## src/rtl/pipe_mem_pkg.sv

```systemverilog
//==============================================================================
// Module   : pipe_mem_pkg
// Brief    : Shared FSM, owner and error-data definitions for pipe_mem_arbiter.
// Revision : 1.0 - initial release
//==============================================================================
`timescale 1ns/1ps
`default_nettype none

package pipe_mem_pkg;

  typedef enum logic [1:0] {
    IDLE = 2'd0,
    BUSY = 2'd1,
    RESP = 2'd2
  } state_t;

  typedef enum logic {
    OWN_IF = 1'b0,
    OWN_DM = 1'b1
  } owner_t;

  localparam logic [31:0] ERR_RDATA = 32'h0;

endpackage

`default_nettype wire

```

## src/rtl/pipe_mem_wait_cnt.sv

```systemverilog
//==============================================================================
// Module   : pipe_mem_wait_cnt
// Brief    : BUSY-state wait counter with terminal count at MAX_WAIT-1.
// Revision : 1.0 - initial release
//==============================================================================
`timescale 1ns/1ps
`default_nettype none

module pipe_mem_wait_cnt #(
  parameter int MAX_WAIT = 16
) (
  input  logic Clock,
  input  logic Resetn,
  input  logic i_clear,
  input  logic i_enable,
  output logic o_terminal
);

  localparam int               CNT_W  = 8;
  localparam logic [CNT_W-1:0] C_LAST = CNT_W'(MAX_WAIT - 1);

  logic [CNT_W-1:0] r_cnt;

  always_ff @(posedge Clock or negedge Resetn) begin
    if (!Resetn) begin
      r_cnt <= '0;
    end else if (i_clear) begin
      r_cnt <= '0;
    end else if (i_enable) begin
      r_cnt <= r_cnt + 1'b1;
    end
  end

  assign o_terminal = (r_cnt == C_LAST);

endmodule

`default_nettype wire

```

## src/rtl/pipe_mem_arbiter.sv

```systemverilog
//==============================================================================
// Module   : pipe_mem_arbiter
// Brief    : Serialises IF and MEM stage accesses onto one variable-latency
//            memory port. Define ARB_RR_EN for round-robin arbitration;
//            otherwise DM has fixed priority over IF.
// Revision : 1.0 - initial release
//==============================================================================
`timescale 1ns/1ps
`default_nettype none

module pipe_mem_arbiter
  import pipe_mem_pkg::*;
#(
  parameter int ADDR_W   = 32,
  parameter int DATA_W   = 32,
  parameter int MAX_WAIT = 16
) (
  input  logic              Clock,
  input  logic              Resetn,
  input  logic              if_req,
  input  logic [ADDR_W-1:0] if_addr,
  output logic [DATA_W-1:0] if_rdata,
  output logic              if_valid,
  output logic              if_stall,
  input  logic              dm_req,
  input  logic              dm_we,
  input  logic [ADDR_W-1:0] dm_addr,
  input  logic [DATA_W-1:0] dm_wdata,
  output logic [DATA_W-1:0] dm_rdata,
  output logic              dm_valid,
  output logic              dm_stall,
  output logic              mem_req,
  output logic              mem_we,
  output logic [ADDR_W-1:0] mem_addr,
  output logic [DATA_W-1:0] mem_wdata,
  input  logic [DATA_W-1:0] mem_rdata,
  input  logic              mem_ready,
  output logic              bus_err
);

  state_t            r_state;
  state_t            w_state_nxt;
  owner_t            r_owner;
  logic              r_abort;
  logic              r_mem_req;
  logic              r_mem_we;
  logic [ADDR_W-1:0] r_mem_addr;
  logic [DATA_W-1:0] r_mem_wdata;
  logic [DATA_W-1:0] r_if_rdata;
  logic [DATA_W-1:0] r_dm_rdata;
  logic              w_any_req;
  logic              w_pick_dm;
  logic              w_grant;
  logic              w_wait_clr;
  logic              w_wait_en;
  logic              w_wait_tc;

  assign w_any_req = if_req | dm_req;
  assign w_grant   = (r_state == IDLE) && w_any_req;

`ifdef ARB_RR_EN
  owner_t r_last_grant;

  // On a tie, the requester that did not win last time goes first.
  assign w_pick_dm = dm_req && (!if_req || (r_last_grant == OWN_IF));

  always_ff @(posedge Clock or negedge Resetn) begin
    if (!Resetn) begin
      r_last_grant <= OWN_IF;
    end else if (w_grant) begin
      r_last_grant <= w_pick_dm ? OWN_DM : OWN_IF;
    end
  end
`else
  // The load/store belongs to the older instruction, so it wins ties.
  assign w_pick_dm = dm_req;
`endif

  assign w_wait_clr = (r_state == IDLE);
  assign w_wait_en  = (r_state == BUSY) && !mem_ready;

  pipe_mem_wait_cnt #(
    .MAX_WAIT (MAX_WAIT)
  ) u_wait_cnt (
    .Clock      (Clock),
    .Resetn     (Resetn),
    .i_clear    (w_wait_clr),
    .i_enable   (w_wait_en),
    .o_terminal (w_wait_tc)
  );

  always_ff @(posedge Clock or negedge Resetn) begin
    if (!Resetn) begin
      r_state <= IDLE;
    end else begin
      r_state <= w_state_nxt;
    end
  end

  always_comb begin
    w_state_nxt = r_state;
    unique case (r_state)
      IDLE:    if (w_any_req) w_state_nxt = BUSY;
      BUSY:    if (mem_ready || w_wait_tc) w_state_nxt = RESP;
      RESP:    w_state_nxt = IDLE;
      default: w_state_nxt = IDLE;
    endcase
  end

  always_comb begin
    if_valid = 1'b0;
    dm_valid = 1'b0;
    bus_err  = 1'b0;
    if (r_state == RESP) begin
      if_valid = (r_owner == OWN_IF);
      dm_valid = (r_owner == OWN_DM);
      bus_err  = r_abort;
    end
  end

  // Memory-side request registers and per-owner read data capture.
  always_ff @(posedge Clock or negedge Resetn) begin
    if (!Resetn) begin
      r_owner     <= OWN_IF;
      r_abort     <= 1'b0;
      r_mem_req   <= 1'b0;
      r_mem_we    <= 1'b0;
      r_mem_addr  <= '0;
      r_mem_wdata <= '0;
      r_if_rdata  <= '0;
      r_dm_rdata  <= '0;
    end else if (w_grant) begin
      r_owner     <= w_pick_dm ? OWN_DM : OWN_IF;
      r_abort     <= 1'b0;
      r_mem_req   <= 1'b1;
      r_mem_we    <= w_pick_dm & dm_we;
      r_mem_addr  <= w_pick_dm ? dm_addr : if_addr;
      r_mem_wdata <= w_pick_dm ? dm_wdata : '0;
    end else if ((r_state == BUSY) && mem_ready) begin
      r_mem_req <= 1'b0;
      if (r_owner == OWN_IF) begin
        r_if_rdata <= mem_rdata;
      end else if (!r_mem_we) begin
        r_dm_rdata <= mem_rdata;
      end
    end else if ((r_state == BUSY) && w_wait_tc) begin
      r_mem_req <= 1'b0;
      r_abort   <= 1'b1;
      if (r_owner == OWN_IF) begin
        r_if_rdata <= DATA_W'(ERR_RDATA);
      end else begin
        r_dm_rdata <= DATA_W'(ERR_RDATA);
      end
    end
  end

  assign mem_req   = r_mem_req;
  assign mem_we    = r_mem_we;
  assign mem_addr  = r_mem_addr;
  assign mem_wdata = r_mem_wdata;
  assign if_rdata  = r_if_rdata;
  assign dm_rdata  = r_dm_rdata;
  assign if_stall  = if_req & ~if_valid;
  assign dm_stall  = dm_req & ~dm_valid;

endmodule

`default_nettype wire
```

## config.mk

```make
export PLATFORM = sky130hd
export DESIGN_NAME = pipe_mem_arbiter
export DESIGN_NICKNAME = d
export VERILOG_FILES = /design/src/rtl/pipe_mem_pkg.sv /design/src/rtl/pipe_mem_wait_cnt.sv /design/src/rtl/pipe_mem_arbiter.sv
export SDC_FILE = /design/constraint.sdc
export NUM_CORES = 1
export LEC_CHECK = 0
export ABC_AREA = 1
export BUFFER_PORTS_ARGS = -buffer_cell sky130_fd_sc_hd__buf_2
export CORE_MARGIN = 1.5
export CORE_UTILIZATION = 51
export CTS_CLUSTER_DIAMETER = 60
export CTS_CLUSTER_SIZE = 16
export DETAILED_ROUTE_END_ITERATION = 10
export HOLD_SLACK_MARGIN = 0.08
export PLACE_DENSITY_LB_ADDON = 0.15
export SYNTH_ARGS = -nofsm -noshare
export SYNTH_HDL_FRONTEND = slang
export SYNTH_SLANG_ARGS = --single-unit
```

## constraint.sdc

```tcl
create_clock -name Clock -period 3.22 [get_ports Clock]
set_input_delay 0.322 -clock Clock [delete_from_list [all_inputs] [get_ports Clock]]
set_output_delay 0.322 -clock Clock [all_outputs]
set_load 0.03 [all_outputs]
```

After elaboration in Yosys (flattened, before gate mapping) --
Cells that the tools add are included.
Word-level totals: register bits after elaboration 142, output and inout bits 135, word-level logic and storage cells 71
Operators by class: add/subtract/negate cells 1, equal/unequal tests 11, mux-type cells 26, bitwise gates (word level) 8, reductions and logical operators 15
Operator list (number):
- 2-to-1 mux 32 bit | 11
- 2-to-1 mux 8 bit | 2
- inequality test 2 bit (second input constant) | 8
- 2-to-1 mux 1 bit | 10
- adder 8 x 1 -> 8 bit (second input constant) | 1
- == test 8 x 4 -> 1 bit (second input constant) | 1
- nonzero test 2 bit | 3
- AND reduction 5 bit | 1
- logical AND 1 bit | 4
- 2-to-1 mux 2 bit | 2
- NOT 1 bit | 4
- case mux 2 bit (2 select lines) | 1
- AND reduction 2 bit | 2
- AND reduction 4 bit | 1
- bitwise AND 1 bit | 3
- nonzero test 3 bit | 1
- == test 2 x 1 -> 1 bit (second input constant) | 1
- == test 2 bit (second input constant) | 1
- logical NOT 2 bit | 1
- logical NOT 1 bit | 1
- logical OR 1 bit | 1
- bitwise OR 1 bit | 1

Logic depth before layout (Yosys ltp) --
Gate-level depths: netlist of run 1.
depth in word-level cells 5, mapped depth 9

Cells and area by module --
Synthesis of run 1 repeated with hierarchy kept, for this count alone.
Second synthesis, totals: cell total of the unflattened synthesis 825, area total of the unflattened synthesis 6339.8 sq um
By module, submodules not included:
- pipe_mem_arbiter | times used 1, cells an instance 762, area an instance 5900.7 sq um
- pipe_mem_wait_cnt | times used 1, cells an instance 63, area an instance 439.2 sq um

Least setup slack after synthesis of run 1 --
Ideal clock, no wire load.
path type input to output, start input port dm_req, end output port dm_stall, arrival 1299 ps, data required time 2898 ps, path slack 1599 ps, stages on the path 5, cell sequence buf_2 -> clkbuf_1 -> buf_2 -> o21ai_0 -> inv_1
On the way: word-level cells in the longest chain between the ends 1
RTL lines:
- start: declaration | line pipe_mem_arbiter.sv:25 | input logic dm_req,
- bitwise AND 1 bit | line pipe_mem_arbiter.sv:164 | assign dm_stall = dm_req & ~dm_valid;
- end: declaration | line pipe_mem_arbiter.sv:31 | output logic dm_stall,
No other way between the ends.

Worst setup path after layout of run 1 --
start register r_state[0], end register r_if_rdata[22] (netlist: if_rdata[22])
On the way: word-level cells in the longest chain between the ends 4, elaborated cells between the ends (all ways) 11, those cells by class eq/ne (3); mux (1); bitwise (1); reduce/logical (6)
RTL lines:
- start: declaration | line pipe_mem_arbiter.sv:41 | state_t r_state;
- start signal: assignment | line pipe_mem_arbiter.sv:96 | r_state <= w_state_nxt;
- == test 2 x 1 -> 1 bit / logical NOT 2 bit (equally long branches) | line pipe_mem_arbiter.sv:139, pipe_mem_arbiter.sv:146, pipe_mem_arbiter.sv:59
- logical AND 1 bit (on tied branches) | line pipe_mem_arbiter.sv:146, pipe_mem_arbiter.sv:59, pipe_mem_arbiter.sv:139
- inequality test 2 bit (no line), or another cell as far along
- AND reduction 4 bit (no line)
- end signal: assignment | line pipe_mem_arbiter.sv:142 | r_if_rdata <= mem_rdata;
- end signal: assignment | line pipe_mem_arbiter.sv:150 | r_if_rdata <= DATA_W'(ERR_RDATA);
- end: declaration | line pipe_mem_arbiter.sv:49 | logic [DATA_W-1:0] r_if_rdata;
Several ways; a longest one is shown, not always the timed one. A chain may end at the register's enable or synchronous reset.

==> impl_metrics.ini, run 1 <==
[power]
powerDensity_nw_per_um2 = 1070
p_leak_uw = 0.00497
p_int_uw = 4770
switchingPower_uw = 4100
p_total_uw = 8870
power.share.clock_pct = 22.0
comb_power_share_pct = 44.4
netSwitchingFraction_pct = 46.2
pwr-share-seq_pct = 33.5
irDropWorstVdd_v = 0.000454

[synthesis]
synth.area.top_cells = dfrtp_1 (57%), nand2_1 (19%), o21ai_0 (6.0%)
postSynthNetCount = 918
synth-seq-cells = 142
synth_top_area_share_pct = 57.1
synth-seq-area-share_pct = 57.1
yosys.area.top_type = dfrtp_1
syn_avg_cell_area_um2 = 7.94
syn-instance-count = 783
synth_cell_types = 21
yosysWarnings = 0
syn_area_um2 = 6220

[timing]
tightest_slew_ps = 860
setup_viol = 0
fin_skew_ps = 6.86
tns_ps = 0
slew_viol_final = 0
slew_headroom_pct = 42.7
rsz0062_at_grt = false
finalWorstPathRequiredPeriod_ps = 2240
final-hold-violation-count = 0
fmax_ghz = 0.447
fin_crit_sh_pct = 69.4
worst_slack_ps = 984
fin_hold_ws_ps = 146

[min_path]
hold_class = input port to register

[floorplanning]
io_pins = 269
die-area_um2 = 12900
fp.dieH_um = 113
coreArea_um2 = 12000
die_w_um = 113
start_util_pct = 52.0
rows = 40

[cells_and_area]
fin_nets = 1173
final_cells = 1198
drive_above_1_share_pct = 30.2
fill_cells = 1013
area_growth_pct = 33.0
num_antenna_cells = 0

[grt]
grt_pass1_wl_um = 26300
grt_use_total_pct = 26.0
grt-ovfl-total = 0
grt_max_degree = 99
antenna_found_initial = 0
first_global_vias = 5498

[drt]
dr_total_vias = 5862
drt-vias-per-instance = 4.89
drc_errors = 0
ant_nets = 0
drtPass1Iterations = 5
routed_wl_um = 16300
drtIter0Drc = 385
wl_per_cell_um = 13.6

[placed_design]
hpwl_um = 11500
port_buffers = 268
place_congestion = 0.826
pre_cts_ws_ps = 1030
dp_cells = 1165

[clock_network]
cts_buffers = 17
cts_sinks = 142
cts.root.buffer_cell = clkbuf_16
insertion_delay_ps = 410
path_clk_slew_ps = 60
h-tree-depth = 4
cts_buffer_depth = 2
tritoncts = built

[critical_path]
worstSetupPathType = register to register
required_ps = 3560
max_stage_delay_ps = 480
crit_fanout = 18
slowest_stage = nand2_1
critPathLaunchType = register
arrival_ps = 2580
worstPathCellList = inv_1 > nor2_1 > nand2_1 > nand2_2 > nand2_1 > buf_4 > nand2_1 > nand2_1
worst_path_most_repeated_cell = nand2_1
cp-end-kind = register

[status]
status = finished, final reports clean

[run]
cap_violations = 0
## logic make-up after synthesis
kind of cell	count (synthesis)	synth area share, %
AOI/OAI and AO/OA	78	6.54
and+or+nand+nor	435	28.0
adders and majority gates	1	0.201
buffers and inverters	126	7.97
xor gates and xnor gates	1	0.141
DFF	142	57.1
## path summary, 6_finish.rpt
kind                                        endpoint                    start  cells after the start  slack [ps]
max                         if_rdata[22]$_DFFE_PN0P_   r_state[0]$_DFFE_PN0P_                      8         980
min                        mem_wdata[24]$_DFFE_PN0P_             dm_wdata[24]                      3         150
max reg2reg                 if_rdata[22]$_DFFE_PN0P_   r_state[0]$_DFFE_PN0P_                      8         980
min reg2reg                  dm_rdata[3]$_DFFE_PN0P_  dm_rdata[3]$_DFFE_PN0P_                      2         460
max in group asynchronous   mem_wdata[6]$_DFFE_PN0P_                   Resetn                      3        1980
min in group asynchronous    dm_rdata[3]$_DFFE_PN0P_                   Resetn                      2         480
## registers in the layout, indices dropped and copies added, names as in the netlist
name	cells
dm_rdata	32
mem_we	1
if_rdata	32
r_state	2
r_abort	1
mem_addr	32
mem_req	1
r_owner	1
mem_wdata	32
u_wait_cnt.r_cnt	8
## per-stage QoR
step,util (%),instance area [um2]
2_1_floorplan,-,6220
3_3_place_gp,64.0,7660
3_5_place_dp,64.0,7660
4_1_cts,69.1,8270
5_1_grt,69.1,8270
6_report,69.1,8270
## cell type report
cell class / instances / area [um2] / area share [%]
Sequential cell: 142 / 3550 / 43.0
Multi-Input combinational cell: 515 / 2170 / 26.3
Timing Repair Buffer: 279 / 1450 / 17.5
Clock buffer: 21 / 470 / 5.69
Inverter: 83 / 312 / 3.77
Tap cell: 147 / 184 / 2.22
Clock inverter: 11 / 131 / 1.59
## Yosys cell counts
library cell,count
nand2_2,3
inv_1,82
nand4_1,1
clkbuf_1,20
buf_1,5
buf_2,18
a21oi_1,1
nor2_2,1
a22o_1,1
nand2_1,312
nand3_1,69
o21ai_4,1
nand3b_1,1
ha_1,1
nor2_1,47
o21ai_0,74
dfrtp_1,142
inv_2,1
nor2_4,1
xor2_1,1
o22ai_1,1
## timing repair
item                      4_1_cts  5_1_grt
hold buffers                    1        0
gates resized for setup         0        0
hold endpoints to repair       62        0
buffers inserted                0        0
## placed cells by master (no fill, tap or decap)
master,instances
clkbuf_1,1
clkinvlp_4,3
nor2_2,2
buf_2,267
bufinv_16,2
inv_6,3
o22ai_1,1
nand4_1,1
nor2_4,1
nand3b_1,1
buf_4,9
dfrtp_1,142
nand2_1,312
inv_1,82
o21ai_4,1
ha_1,1
clkbuf_8,3
dlygate4sd3_1,1
buf_6,1
nor2_1,46
a22o_1,1
clkinv_2,1
buf_12,1
nand3_1,69
xor2_1,1
inv_2,1
clkinv_4,2
clkbuf_16,17
o21ai_0,74
a21oi_1,1
nand2_2,3
## metal layers
metal / track usage [%] / vias to the layer above / share of wire (%)
met5: 0 / - / 0
met4: 9.08 / 0 / 2.3
met3: 7.23 / 31 / 7.5
met2: 42.6 / 255 / 48
met1: 33.4 / 2661 / 42
li1: - / 2915 / -
## power groups by stage
stage	clock (uW)	combinational (uW)	sequential, uW
after floorplan	0	1260	4390
final	1960	3940	2980
after global placement	0	3890	2980
after CTS	1990	3980	2970
after detailed placement	0	3970	2980
after global routing	2070	4280	3060
## critical path, delay by kind of cell, from the launching register on
| kind | cells | cell delay [ps] |
|---|---|---|
| buf+inv | 2 | 430 |
| flops | 1 | 400 |
| simple gates | 6 | 1330 |
Power figures use the tool's default switching activity.
==> inputs of run 2 (changes only) <==
Settings changed: CORE_UTILIZATION 51 to 48.
Clock period 3.22 ns to 2.15 ns, I/O delays scaled along.
==> run 2 against run 1 <==
First-iteration DRC count is 14% higher; sequential share of layout area is 2.5 points lower; wire length is 8.7% higher; critical path depth is 3 lower; sequential cell count stayed put; non-clock buffer count is 51 higher; combinational power is 54% higher; final cell count is 6.4% higher; die area is 6.1% higher; global-route usage is 0.79 points higher; worst hold slack worse by 44 ps; largest cell class unchanged; clock skew hardly changed.
==> impl_metrics.ini, run 2 (synthesized netlist as in run 1, its figures left out) <==
[clock_network]
cts.root.buffer_cell = clkbuf_16
cts_buffers = 17
ctsResizeCount = 0
cts_sinks = 142
cts_setup_buffers = 0
path_clk_slew_ps = 50
insertion_delay_ps = 420
cts_buffer_depth = 2
hold_buffers = 47
h-tree-depth = 4
tritoncts = built

[critical_path]
critPathTopFamily = flip-flops
cp_num_buf_inv = 3
crit_fanout = 5
arrival_ps = 1600
critPathLaunchType = register
worstPathCellList = inv_1 > nand2_1 > o21ai_0 > inv_1 > buf_2
worst_path_most_repeated_cell = inv_1
worstSetupPathType = register to primary output
required_ps = 1930
cp-end-kind = primary output
slowest_stage = dfrtp_1
max_stage_delay_ps = 400

[timing]
final-hold-violation-count = 0
tightest_slew_ps = 599
fin_skew_ps = 7.33
setup_viol = 0
fmax_ghz = 0.551
fin_crit_sh_pct = 84.5
tns_ps = 0
rsz0062_at_grt = false
slew_headroom_pct = 59.9
finalWorstPathRequiredPeriod_ps = 1820
worst_slack_ps = 334
slew_viol_final = 0

[grt]
top_usage_layer = met2
met2_usage_pct = 45.4
use_met1_pct = 32.5
grt_use_total_pct = 26.7
antenna_found_initial = 1
grt-ovfl-total = 0
grt_max_degree = 100
first_global_vias = 5949
grt_use_met3_pct = 7.26
grt_pass1_wl_um = 27900

[floorplanning]
fp.dieH_um = 117
die-area_um2 = 13600
start_util_pct = 49.3
coreArea_um2 = 12600
die_w_um = 117
io_pins = 269
rows = 41

[drt]
dr_total_vias = 6053
drtPass1Iterations = 6
ant_nets = 0
drtIter0Drc = 440
drt-vias-per-instance = 4.75
wl_per_cell_um = 13.9
routed_wl_um = 17700
drc_errors = 0

[cells_and_area]
area_growth_pct = 41.2
final_cell_mix = nand2_1 (312), buf_2 (267), dfrtp_1 (142), inv_1 (82), o21ai_0 (74)
fin_nets = 1224
final_common_cell = nand2_1
drive_above_1_share_pct = 29.0

[placed_design]
hpwl_um = 11500
pre_cts_ws_ps = 330
port_buffers = 268
place_congestion = 0.812

[min_path]
hold_class = input port to register

[power]
irDropWorstVdd_v = 0.000846
powerDensity_nw_per_um2 = 1510
p_leak_uw = 0.00519

[status]
status = finished, final reports clean

[run]
cap_violations = 0
run 2: cell count changes in the layout (fill, tap and decap cells not counted), moves of 3 or more:
| cell | before | now |
|---|---|---|
| dlygate4sd3_1 | 1 | 47 |
| clkbuf_8 | 3 | 7 |
| buf_4 | 9 | 12 |
| clkinv_2 | 1 | 4 |
| inv_6 | 3 | 0 |
run 2: path summary, 6_finish.rpt:
kind / start / to / slack (ps) / cells after the start
max in group asynchronous: Resetn / if_rdata[22]$_DFFE_PN0P_ / 1200 / 3
max reg2reg: u_wait_cnt.r_cnt[0]$_DFFE_PN0P_ / dm_rdata[29]$_DFFE_PN0P_ / 340 / 8
max: r_state[0]$_DFFE_PN0P_ / dm_stall / 330 / 5
min in group asynchronous: Resetn / if_rdata[10]$_DFFE_PN0P_ / 290 / 2
min reg2reg: mem_wdata[10]$_DFFE_PN0P_ / mem_wdata[10]$_DFFE_PN0P_ / 460 / 2
min: if_addr[8] / mem_addr[8]$_DFFE_PN0P_ / 100 / 3
run 2: report_power, final:
part | total [uW] | leakage (uW) | switching [uW] | internal (uW)
logic | 6070 | 0.00309 | 4430 | 1640
registers | 4460 | 0.00182 | 653 | 3810
clock network | 2730 | 0.000279 | 1050 | 1680
total | 13300 | 0.00519 | 6140 | 7130
run 2: final cells by class:
class | instances | area [um2]
fillers | 1031 | 3830
flip-flops and latches | 142 | 3550
multi-input cells | 515 | 2170
repair buffers | 330 | 1970
clock buffers | 27 | 533
inverters | 83 | 312
well taps | 172 | 215
clock inverters | 5 | 27.5
diodes | 1 | 2.50
run 2: per-stage QoR:
stage	hold slack, ps	cells	util, %	cell area, um2	power [uW]
floorplan	-80.6	783	-	6220	8460
global route	111	1274	69.6	8780	14100
global placement	159	1195	61.4	7750	10400
finish	101	1275	69.6	8780	13300
CTS	81.6	1274	69.6	8780	13300
detailed placement	162	1195	61.4	7750	10500
run 2: worst reg2reg max path, stage by stage, from the launching register on:
cell and delay [ps]:
dfrtp_1 380, ha_1 190, nand2_1 70, nor2_1 170, nand4_1 160, nand2_2 130, nand2_2 360, nand2_1 190
nand2_1 70
run 2: metal layers:
layer | part of all wire, % | up-vias
met1 | 42 | 2742
met5 | 0 | -
met2 | 49 | 248
li1 | - | 3025
met3 | 6.7 | 38
met4 | 2.8 | 0
